--- src/rtl/beat_sequencer_if.sv ---
// Control pulses into and tempo/step outputs out of the beat sequencer.
// master drives the KEY pulses and observes the outputs; slave is the sequencer itself.
interface beat_sequencer_if #(
    parameter int NUM_STEPS = 8
);
    logic                         play_toggle;
    logic                         rewind;
    logic                         bpm_up;
    logic                         bpm_down;
    logic [$clog2(NUM_STEPS)-1:0] beat;
    logic                         step_tick;
    logic                         running;
    logic [7:0]                   bpm;

    modport master (
        output play_toggle, rewind, bpm_up, bpm_down,
        input  beat, step_tick, running, bpm
    );

    modport slave (
        input  play_toggle, rewind, bpm_up, bpm_down,
        output beat, step_tick, running, bpm
    );
endinterface

--- src/rtl/beat_sequencer.sv ---
// Tempo engine producing the step index for the LED display and drum voices.
// A phase accumulator (no divider) advances the beat at bpm*STEPS_PER_BEAT steps per minute.
module beat_sequencer #(
    parameter int CLK_HZ         = 50_000_000,
    parameter int NUM_STEPS      = 8,
    parameter int STEPS_PER_BEAT = 2,
    parameter int BPM_DEFAULT    = 120,
    parameter int BPM_MIN        = 60,
    parameter int BPM_MAX        = 240,
    parameter int BPM_STEP       = 4
) (
    input logic              clk,
    input logic              reset_n,
    beat_sequencer_if.slave  bus
);

    localparam int          BEAT_W     = $clog2(NUM_STEPS);
    localparam longint      LIMIT_WIDE = longint'(CLK_HZ) * longint'(60);
    localparam logic [32:0] LIMIT      = 33'(LIMIT_WIDE);

    localparam logic [0:0] STOPPED = 1'b0;
    localparam logic [0:0] RUNNING = 1'b1;

    logic [0:0]        state;
    logic [31:0]       acc;
    logic [BEAT_W-1:0] beat;
    logic              step_tick;
    logic              running;
    logic [7:0]        bpm;

    logic [15:0]       inc;
    logic [32:0]       sum;
    logic [32:0]       sum_wrapped;
    logic              wrap;
    logic [BEAT_W-1:0] beat_next;
    logic [8:0]        bpm_up_val;
    logic [7:0]        bpm_next;

    // Accumulator sum is kept one bit wider so LIMIT near 2^32 cannot alias.
    always_comb begin
        inc         = 16'(bpm) * 16'(STEPS_PER_BEAT);
        sum         = {1'b0, acc} + {17'd0, inc};
        wrap        = (sum >= LIMIT);
        sum_wrapped = sum - LIMIT;
        beat_next   = (beat == BEAT_W'(NUM_STEPS - 1)) ? '0 : beat + 1'b1;
    end

    always_comb begin
        bpm_up_val = {1'b0, bpm} + 9'(BPM_STEP);
        bpm_next   = bpm;
        if (bus.bpm_up && !bus.bpm_down) begin
            bpm_next = (bpm_up_val > 9'(BPM_MAX)) ? 8'(BPM_MAX) : bpm_up_val[7:0];
        end else if (bus.bpm_down && !bus.bpm_up) begin
            bpm_next = ({1'b0, bpm} < 9'(BPM_MIN + BPM_STEP)) ? 8'(BPM_MIN) : bpm - 8'(BPM_STEP);
        end
    end

    always_ff @(posedge clk or negedge reset_n) begin
        if (!reset_n) begin
            state     <= STOPPED;
            acc       <= '0;
            beat      <= '0;
            step_tick <= 1'b0;
            running   <= 1'b0;
            bpm       <= 8'(BPM_DEFAULT);
        end else begin
            step_tick <= 1'b0;
            bpm       <= bpm_next;
            case (state)
                STOPPED: begin
                    // Starting re-sounds the step already on display.
                    if (bus.play_toggle) begin
                        state     <= RUNNING;
                        running   <= 1'b1;
                        acc       <= '0;
                        step_tick <= 1'b1;
                        if (bus.rewind) begin
                            beat <= '0;
                        end
                    end else if (bus.rewind) begin
                        beat <= '0;
                        acc  <= '0;
                    end
                end
                RUNNING: begin
                    if (bus.play_toggle) begin
                        state   <= STOPPED;
                        running <= 1'b0;
                        if (bus.rewind) begin
                            beat <= '0;
                            acc  <= '0;
                        end
                    end else if (bus.rewind) begin
                        beat      <= '0;
                        acc       <= '0;
                        step_tick <= 1'b1;
                    end else if (wrap) begin
                        acc       <= sum_wrapped[31:0];
                        beat      <= beat_next;
                        step_tick <= 1'b1;
                    end else begin
                        acc <= sum[31:0];
                    end
                end
                default: begin
                    state   <= STOPPED;
                    running <= 1'b0;
                end
            endcase
        end
    end

    assign bus.beat      = beat;
    assign bus.step_tick = step_tick;
    assign bus.running   = running;
    assign bus.bpm       = bpm;

endmodule
--- src/flat_wrapper.sv ---
// flat-port wrapper written by rule: the top's interface ports become plain ports
module beat_sequencer_flat 
#(
    parameter int CLK_HZ         = 50_000_000,
    parameter int NUM_STEPS      = 8,
    parameter int STEPS_PER_BEAT = 2,
    parameter int BPM_DEFAULT    = 120,
    parameter int BPM_MIN        = 60,
    parameter int BPM_MAX        = 240,
    parameter int BPM_STEP       = 4
)
  (clk, reset_n, bus_play_toggle, bus_rewind, bus_bpm_up, bus_bpm_down, bus_beat, bus_step_tick, bus_running, bus_bpm);
  beat_sequencer_if #(.NUM_STEPS(NUM_STEPS)) bus_i ();
  input logic clk;
  input logic reset_n;
  input wire logic [$bits(bus_i.play_toggle)-1:0] bus_play_toggle;
  input wire logic [$bits(bus_i.rewind)-1:0] bus_rewind;
  input wire logic [$bits(bus_i.bpm_up)-1:0] bus_bpm_up;
  input wire logic [$bits(bus_i.bpm_down)-1:0] bus_bpm_down;
  output wire logic [$bits(bus_i.beat)-1:0] bus_beat;
  output wire logic [$bits(bus_i.step_tick)-1:0] bus_step_tick;
  output wire logic [$bits(bus_i.running)-1:0] bus_running;
  output wire logic [$bits(bus_i.bpm)-1:0] bus_bpm;
  assign bus_i.play_toggle = bus_play_toggle;
  assign bus_i.rewind = bus_rewind;
  assign bus_i.bpm_up = bus_bpm_up;
  assign bus_i.bpm_down = bus_bpm_down;
  assign bus_beat = bus_i.beat;
  assign bus_step_tick = bus_i.step_tick;
  assign bus_running = bus_i.running;
  assign bus_bpm = bus_i.bpm;
  beat_sequencer #(.CLK_HZ(CLK_HZ), .NUM_STEPS(NUM_STEPS), .STEPS_PER_BEAT(STEPS_PER_BEAT), .BPM_DEFAULT(BPM_DEFAULT), .BPM_MIN(BPM_MIN), .BPM_MAX(BPM_MAX), .BPM_STEP(BPM_STEP)) u_core (.clk(clk), .reset_n(reset_n), .bus(bus_i));
endmodule
--- config.mk ---
export PLATFORM = sky130hd
export DESIGN_NAME = beat_sequencer_flat
export DESIGN_NICKNAME = d
export VERILOG_FILES = /design/src/rtl/beat_sequencer_if.sv /design/src/rtl/beat_sequencer.sv /design/src/flat_wrapper.sv
export SDC_FILE = /design/constraint.sdc
export NUM_CORES = 1
export LEC_CHECK = 0
export ABC_AREA = 0
export ABC_CLOCK_PERIOD_IN_PS = 8500
export CAP_MARGIN = 25
export CORE_AREA = 2 2 104 86
export DETAILED_ROUTE_END_ITERATION = 6
export DIE_AREA = 0 0 106 88
export DONT_BUFFER_PORTS = 1
export PLACE_DENSITY = 0.61
export SYNTH_ARGS = -nofsm -noshare
export SYNTH_HDL_FRONTEND = slang
export SYNTH_SLANG_ARGS = --single-unit
export TNS_END_PERCENT = 100
--- constraint.sdc ---
create_clock -name clk -period 8.5 [get_ports clk]
set_clock_uncertainty 0.2 [all_clocks]
set_input_delay 1.7 -clock clk [delete_from_list [all_inputs] [get_ports clk]]
set_output_delay 1.7 -clock clk [all_outputs]
set_load 0.02 [all_outputs]
==> Yosys cells after proc, flatten, opt, wreduce, memory -nomap -nowiden <==
Index checks and enable logic that the tools add are counted.
{ "word_totals": {"reg_bits": 46, "inputBits": 6, "output_inout_bits": 13, "wordCells": 51} }
{ "classes": {"add_sub_neg": 5, "n_lt_le_gt_ge": 3, "eq_ne": 4, "mux": 26, "bitwise": 1, "reduce_logical": 6} }
{ "ops": {"columns": ["operator", "n"], "rows": [
  ["$mux W32", 5],
  ["$pmux W32 S2", 1],
  ["$add A32 B9 Y33", 1],
  ["$ge A33 B32 Y1 const B", 1],
  ["$mux W8", 4],
  ["$sub A32 B32 Y32 const B", 1],
  ["$mux W3", 5],
  ["$add A8 B3 Y9 const B", 1],
  ["$gt A9 B8 Y1 const B", 1],
  ["$lt A8 B7 Y1 const B", 1],
  ["$sub A8 B3 Y8 const B", 1],
  ["$mux W1", 7],
  ["$pmux W1 S2", 3],
  ["$pmux W3 S2", 1],
  ["$ne A2 B2 Y1 const B", 2],
  ["$ne A4 B4 Y1 const B", 1],
  ["$add A3 B1 Y3 const B", 1],
  ["$eq A3 B3 Y1 const B", 1],
  ["$logic_and A1 B1 Y1", 2],
  ["$logic_not A1 Y1", 2],
  ["$reduce_and A2 Y1", 1],
  ["$reduce_bool A2 Y1", 1],
  ["$not A1 Y1", 1]
]} }

==> Longest topological paths before layout <==
Gate-level depths: netlist of run 1.
{ "logic_depth": {"word_depth": 6, "mapped_depth": 18, "ltp_nobuf": 16} }

==> Worst setup path after synthesis of run 1 <==
Ideal clock, no wire load.
{ "synth_timing": {"path_type": "register -> register", "from": "register u_core.bpm[7] (netlist: u_core.bus.bpm[7])", "to": "register u_core.acc[26]", "setup_time_ns": 0.076, "t_arrival_ns": 3.982, "required_time_ns": 8.224, "slack_ns": 4.242, "path_stages_with_launch": 18, "path_buffers": 1, "period_less_slack_ns": 4.258, "path_cell_list": "dfrtp_1 > ha_1 > buf_4 > nand2_1 > or3_4 > a211oi_1 > or2_2 > ha_1 > mux2i_1 > or3_1 > o211a_1 > o31ai_4 > o21ai_2 > a21oi_4 > nor2_4 > o21a_1 > o41a_1 > o21ai_1"} }
{ "synth_between": {"elab_chain_cells": 6, "elab_cells_between_ends": 7, "classes_between": "add/sub: 2; order compare: 1; mux: 4"} }
{ "synth_lines": {"columns": ["element", "line", "text"], "rows": [
  ["from (decl)", "beat_sequencer.sv:29", "logic [7:0] bpm;"],
  ["from (signal assigned)", "beat_sequencer.sv:65", "bpm <= 8'(BPM_DEFAULT);"],
  ["from (signal assigned)", "beat_sequencer.sv:68", "bpm <= bpm_next;"],
  ["$add A32 B9 Y33 *", "beat_sequencer.sv:42", "sum = {1'b0, acc} + {17'd0, inc};"],
  ["$sub A32 B32 Y32 or $ge A33 B32 Y1 (tied branches)", "beat_sequencer.sv:44, beat_sequencer.sv:43", null],
  ["$mux W32 *", "beat_sequencer.sv:97", "end else if (wrap) begin"],
  ["$mux W32 *", "beat_sequencer.sv:93", "end else if (bus.rewind) begin"],
  ["$mux W32 *", "beat_sequencer.sv:86", "if (bus.play_toggle) begin"],
  ["$pmux W32 S2 *", "beat_sequencer.sv:69", "case (state)"],
  ["to (signal assigned)", "beat_sequencer.sv:98", "acc <= sum_wrapped[31:0];"],
  ["to (signal assigned)", "beat_sequencer.sv:102", "acc <= sum[31:0];"],
  ["to (decl)", "beat_sequencer.sv:25", "logic [31:0] acc;"]
]} }
Every way passes the cells marked *; elsewhere a longest branch is shown, timed or not.
A chain may end at the register's enable or synchronous reset.

==> Worst setup path after layout of run 1 <==
{ "layout_timing": {"from": "register u_core.bpm[7] (netlist: u_core.bus.bpm[7])", "to": "register u_core.acc[13]"} }
The elaborated chain is that of the path after synthesis.

==> run summary, run 1 <==
Met2 WL - 4.76 mm
Tmin final - 4.88 ns
Buffers on Ports - 0
Starting Density - 48.7%
Maximum vdd drop - 0.197 mV
EDFF count, synth - 0
Row cnt - 30
Ports - 19
Layout area overhead - 3.19%
Min-Delay Path Class - reg -> reg
Post-CTS setup buffer count - 0
Critical Path RT - 8.55 ns
Reg clk slew, reported paths - 0.10 ns
Sw Pwr - 0.000390 W
Worst slew margin - 44.3%
Hold buffers post-CTS - 0
Largest net degree at the start of global routing - 45
Number of nets in the layout - 493
Clock Sink Count - 44
Worst-Margin Slew - 0.832 ns
Area contributors post-synth - dfrtp_1 25%, ha_1 5.0%, a21oi_1 4.1%, o21ai_0 3.6%, nand2_1 3.3%
P_int - 0.000468 W
Final wirelength - 10.8 mm
H-tree depth - 2
Fin. max-slew vios - 0
Synth Instances - 489
First DRT Iteration DRCs - 352
Ant. Diodes - 0
Vias post-DR - 3775
Setup TNS Final - 0 ns
Synth Cell Area - 4040 um2
Final ANT Viol Nets - 0
CTS Buffer Depth - 2
Total CTS buffers - 5
Combinational power share - 42.0%
DR DRC count - 0
GRT Total Usage - 23.9%
Number of max-cap violations - 0
Post-synthesis register bit count - 44
Die span in y - 88 um
Final hold violations - 0
Synth top area share - 24.8%
Dpl cells - 576
Netlist cell types - 84
CP endpoint kind - register
Critical path arrival - 4.93 ns
CTS root buf - clkbuf_8
Post-detail-place hpwl - 7.65 mm
Syn_area_per_cell - 8.26 um2
Ys flop type - dfrtp_1
Top-count cell post-synth - dfrtp_1
Synth area leader - dfrtp_1
First-pass GRT wire length - 17.6 mm
Fin crit share - 57.4%
Gpl congestion - 0.970
Fraction of layout cells with a size suffix above 1 - 11.2%
Resized cells post-CTS - 0
WL met3 - 688 um
Non-filler instance count after layout - 584
CTS tree - built
RSZ-0062 raised after global routing - no
Worst-path maximum fanout - 13
Status - finished clean
DR pass1 iterations - 5
Startpoint Class - register
Die W - 106 um
Number of global-route vias before repair - 3503
Max Used Layer - met4
Average wire per standard cell - 18.5 um
P_leak - 1.55 nW
Sw frac - 45.5%
Fmax - 205 MHz
P per Cell Area - 206 nW/um2
M1 WL - 5.25 mm
Grt total ovfl - 0
FFs w/ async S/R, synth - 100%
Clock Latency Late Sink - 0.32 ns
Floorplan Core Area - 8300 um2
Sequential element share of the synthesized area - 27.4%
Kind of critical path - reg -> reg
Final setup fails - 0
Reg power frac - 37.7%
Clock share of power - 20.3%
Die ar. - 9330 um2
Via density - 6.46
Post-synth top cells - 40 x dfrtp_1, 35 x nand2_1, 34 x nor2_1
Initial antenna violation count - 0
Ys Warns - 0
[power by group through the flow]
stage | Sequential, W | Clock (W) | Combinational [W]
final | 0.000324 | 0.000174 | 0.000360
after global routing | 0.000332 | 0.000188 | 0.000399
after floorplan | 0.000303 | 0 | 0.000302
after detailed placement | 0.000326 | 0 | 0.000357
after CTS | 0.000323 | 0.000178 | 0.000358
after global placement | 0.000326 | 0 | 0.000349
[critical path, stage by stage (launching register included)]
cell      delay [ns]
dfrtp_1         0.56
ha_1            0.50
nand2_1         0.15
or3_4           0.45
a211oi_1        0.29
or2_2           0.18
ha_1            0.22
mux2i_1         0.08
or3_1           0.32
o211a_1         0.17
o31ai_4         0.37
o21ai_2         0.14
a21oi_4         0.20
or2_2           0.33
mux2_2          0.39
nor3_1          0.14
o21bai_1        0.13
[final cells by class]
| type | count | area [um2] |
|---|---|---|
| sequential | 44 | 1110 |
| clock inverter | 3 | 46.3 |
| multi-input combinational | 397 | 2710 |
| tap | 112 | 140 |
| fill | 803 | 4130 |
| clock buffer | 5 | 68.8 |
| timing repair buffer | 3 | 22.5 |
| inverter | 20 | 75.1 |
[logic make-up (layout without fill, tap and decap cells)]
group | after synthesis | count (layout) | synth area share [%]
AO/OA/AOI/OAI | 166 | 166 | 29.9
AND/OR/NAND/NOR | 181 | 181 | 24.8
multiplexers | 7 | 7 | 1.80
other | 1 | 3 | 0.0928
buffers and inverters | 50 | 31 | 5.85
adder cells (fa/ha/maj) | 16 | 16 | 4.96
XOR/XNOR | 24 | 24 | 5.20
flip-flops | 44 | 44 | 27.4
[per-layer routing]
layer / vias to the layer above / global-route usage (%)
met5: - / 0
met4: 0 / 5.26
met3: 10 / 5.06
met2: 107 / 37.4
met1: 1848 / 34.2
li1: 1810 / -
[path summary, 6_finish.rpt]
path	slack, ns	cells past startpoint	from	to
min in group asynchronous	0.87	0	reset_n	u_core.acc[27]$_DFF_PN0_
max in group asynchronous	7.04	0	reset_n	u_core.bus.bpm[3]$_DFFE_PN1P_
hold / removal	0.29	1	u_core.acc[0]$_DFFE_PN0P_	u_core.acc[0]$_DFFE_PN0P_
hold reg to reg	0.29	1	u_core.acc[0]$_DFFE_PN0P_	u_core.acc[0]$_DFFE_PN0P_
setup / recovery	3.62	16	u_core.bus.bpm[7]$_DFFE_PN0P_	u_core.acc[13]$_DFF_PN0_
setup reg to reg	3.62	16	u_core.bus.bpm[7]$_DFFE_PN0P_	u_core.acc[13]$_DFF_PN0_
[per-stage QoR]
stage | instance area, um2 | power (W) | utilization (%) | hold slack [ns] | setup slack, ns
2_1_floorplan | 4050 | 0.000605 | - | 0.246 | 4.24
3_3_place_gp | 4050 | 0.000675 | 48.9 | 0.269 | 3.78
3_5_place_dp | 4050 | 0.000683 | 48.9 | 0.266 | 3.68
4_1_cts | 4170 | 0.000858 | 50.2 | 0.294 | 3.64
5_1_grt | 4170 | 0.000918 | 50.2 | 0.301 | 3.37
6_report | 4170 | 0.000858 | 50.2 | 0.292 | 3.62
[placed cells by master, fill, tap and decap left out, drive strengths merged, types with 6 or more instances in the layout]
cell     n
and2     9
dfrtp   40
nor2    36
nor4    11
o31ai    6
or3     13
ha      16
o211ai   7
nor3    19
o21ai   36
a21oi   35
a31oi   12
a21o     6
xnor2   14
and3     6
nand4   12
nand3   15
a22o     7
a211oi  16
inv     21
xor2    10
nand2   35
[registers in the layout, indices dropped and copies added (netlist names)]
name and flops:
u_core.acc 32, u_core.bus.beat 3, u_core.bus.bpm 6, u_core.bus.running 1, u_core.bus.step_tick 1, u_core.state 1
Note: power is estimated with default switching activity, not from simulation.
==> run 2, diff against run 1 <==
Settings changed: ABC_CLOCK_PERIOD_IN_PS 8500 to 4160, PLACE_DENSITY 0.61 to 0.63.
Clock period 8.5 ns to 4.16 ns, I/O delays scaled along.
==> run 2 against run 1 <==
  * Hold slack lost 0.28 ns
  * Highest routed layer unchanged
  * Utilization grew 8.7 points
  * Fmax grew 18%
  * Register-to-register slack lost 3.6 ns
==> run summary, run 2 (synthesized netlist as in run 1, its figures left out) <==
Tot Pwr - 0.00212 W
Layout area overhead - 21.2%
Register area - 1110 um2
Floorplan Core Area - 8300 um2
Via density - 6.20
DR DRC count - 0
Reg clk slew, reported paths - 0.09 ns
Fin crit share - 99.2%
CTS Buffer Depth - 2
Gpl congestion - 0.899
Non-filler instance count after layout - 645
Tmin final - 4.13 ns
Min-Delay Path Class - in -> async
Max reg flops - 32
CTS tree - built
Number of max-cap violations - 0
Status - finished clean
Worst-Margin Slew - 0.712 ns
CTS root buf - clkbuf_8
H-tree depth - 2
P_leak - 1.89 nW
Grt total ovfl - 0
First-pass GRT wire length - 18.3 mm
Critical path arrival - 4.16 ns
Maximum vdd drop - 0.342 mV
Reg with most FFs - u_core.acc
Pre-CTS setup slack - -0.0440 ns
First DRT Iteration DRCs - 364
GRT Total Usage - 24.7%
Die span in y - 88 um
Final hold violations - 0
Average wire per standard cell - 18.2 um
Fraction of layout cells with a size suffix above 1 - 26.5%
Kind of critical path - reg -> reg
Total CTS buffers - 5
Fmax - 242 MHz
Final ANT Viol Nets - 0
Area of the multi-input gates - 2920 um2
Ant. Diodes - 0
Startpoint Class - register
Commonest non-fill, non-tap cell in the layout - buf_4
Initial antenna violation count - 0
Post-detail-place hpwl - 8.27 mm
DR pass1 iterations - 5
Slack of the critical path - 0.0337 ns
Largest net degree at the start of global routing - 45
Vias post-DR - 4001
Final setup fails - 0
Dpl cells - 618
Row cnt - 30
P per Cell Area - 433 nW/um2
Buffers on Ports - 0
CP endpoint kind - register
Die W - 106 um
Number of nets in the layout - 554
Final wirelength - 11.8 mm
Ports - 19
Die ar. - 9330 um2
Number of global-route vias before repair - 3571
Clock Sink Count - 44
Clock Latency Late Sink - 0.31 ns
# fillers - 742
Fin. max-slew vios - 0
Worst-path maximum fanout - 5
Commonest non-fill, non-tap cells in the layout - 56 x buf_4, 38 x dfrtp_1, 33 x nand2_1, 33 x nor2_1, 32 x a21oi_1
Setup TNS Final - 0 ns
Util after Layout - 59.0%
Critical Path RT - 4.19 ns
Worst slew margin - 52.1%
Starting Density - 48.7%
Registers with the most flip-flops - u_core.acc: 32 flops, u_core.bus.bpm: 6 flops, u_core.bus.beat: 3 flops
[run 2: cell types whose count changed in the layout (fill, tap and decap cells not counted), sizes merged]
cell	delta
clkbuf	+2
dlygate4sd3	+2
bufinv	+1
inv	-1
clkinvlp	-1
nor2	+1
buf	+57
[run 2: worst paths after layout]
check	cells past startpoint	startpoint	slack (ns)	endpoint
max in group asynchronous	1	reset_n	2.95	u_core.acc[23]$_DFF_PN0_
worst max-delay path	15	u_core.acc[4]$_DFF_PN0_	0.03	u_core.acc[13]$_DFF_PN0_
worst min-delay path	0	reset_n	0.01	u_core.acc[20]$_DFF_PN0_
worst max register to register	15	u_core.acc[4]$_DFF_PN0_	0.03	u_core.acc[13]$_DFF_PN0_
min in group clk	1	u_core.acc[1]$_DFF_PN0_	0.29	u_core.acc[1]$_DFF_PN0_
worst min register to register	1	u_core.acc[1]$_DFF_PN0_	0.29	u_core.acc[1]$_DFF_PN0_
[run 2: layout make-up]
| class | instances | share of cell area (%) |
|---|---|---|
| clock inverters | 2 | 1.23 |
| well taps | 112 | 2.86 |
| inverters | 20 | 1.53 |
| clock buffers | 6 | 1.48 |
| flip-flops and latches | 44 | 22.7 |
| repair buffers | 63 | 10.6 |
| multi-input cells | 398 | 59.7 |
[run 2: routing by layer]
metal / routed length, um / vias to the layer above / share of wire [%] / GRT usage, %
met4: 121 / 0 / 1.0 / 5.38
li1: - / 1931 / - / -
met2: 4950 / 158 / 42 / 36.8
met1: 5850 / 1900 / 50 / 37.5
met3: 834 / 12 / 7.1 / 4.02
met5: 0 / - / 0 / 0
[run 2: where the power goes]
part	internal, W	leakage (nW)	switching (W)	total [W]
clock	0.000240	0.0654	0.000155	0.000395
combinational	0.000490	1.24	0.000650	0.00114
sequential	0.000508	0.586	0.0000766	0.000585
[run 2: repair_timing]
action,CTS,global route
endpoints found under the hold margin,0,22
gates cloned,0,1
hold buffers,0,3
gates resized for setup,4,30
setup endpoints to repair,2,22
buffers inserted,1,14
pin swaps,2,24
[run 2: worst max-delay path, cell delays in order (launching register included)]
cell	delay, ns
dfrtp_1	0.42
ha_4	0.32
a211oi_4	0.08
buf_4	0.15
buf_4	0.14
nor4_1	0.63
nor2_1	0.22
or2_2	0.34
a21oi_1	0.15
nand4_1	0.19
a21oi_4	0.29
or2_4	0.20
buf_12	0.11
mux2_2	0.33
nor3_1	0.14
o21bai_1	0.13
[run 2: through the flow]
stage	cell area (um2)	hold WS [ns]
floorplan	4090	0.246
global placement	4420	0.270
detailed placement	4420	0.266
CTS	4590	0.00129
global route	4890	-0.0000581
finish	4890	0.0104
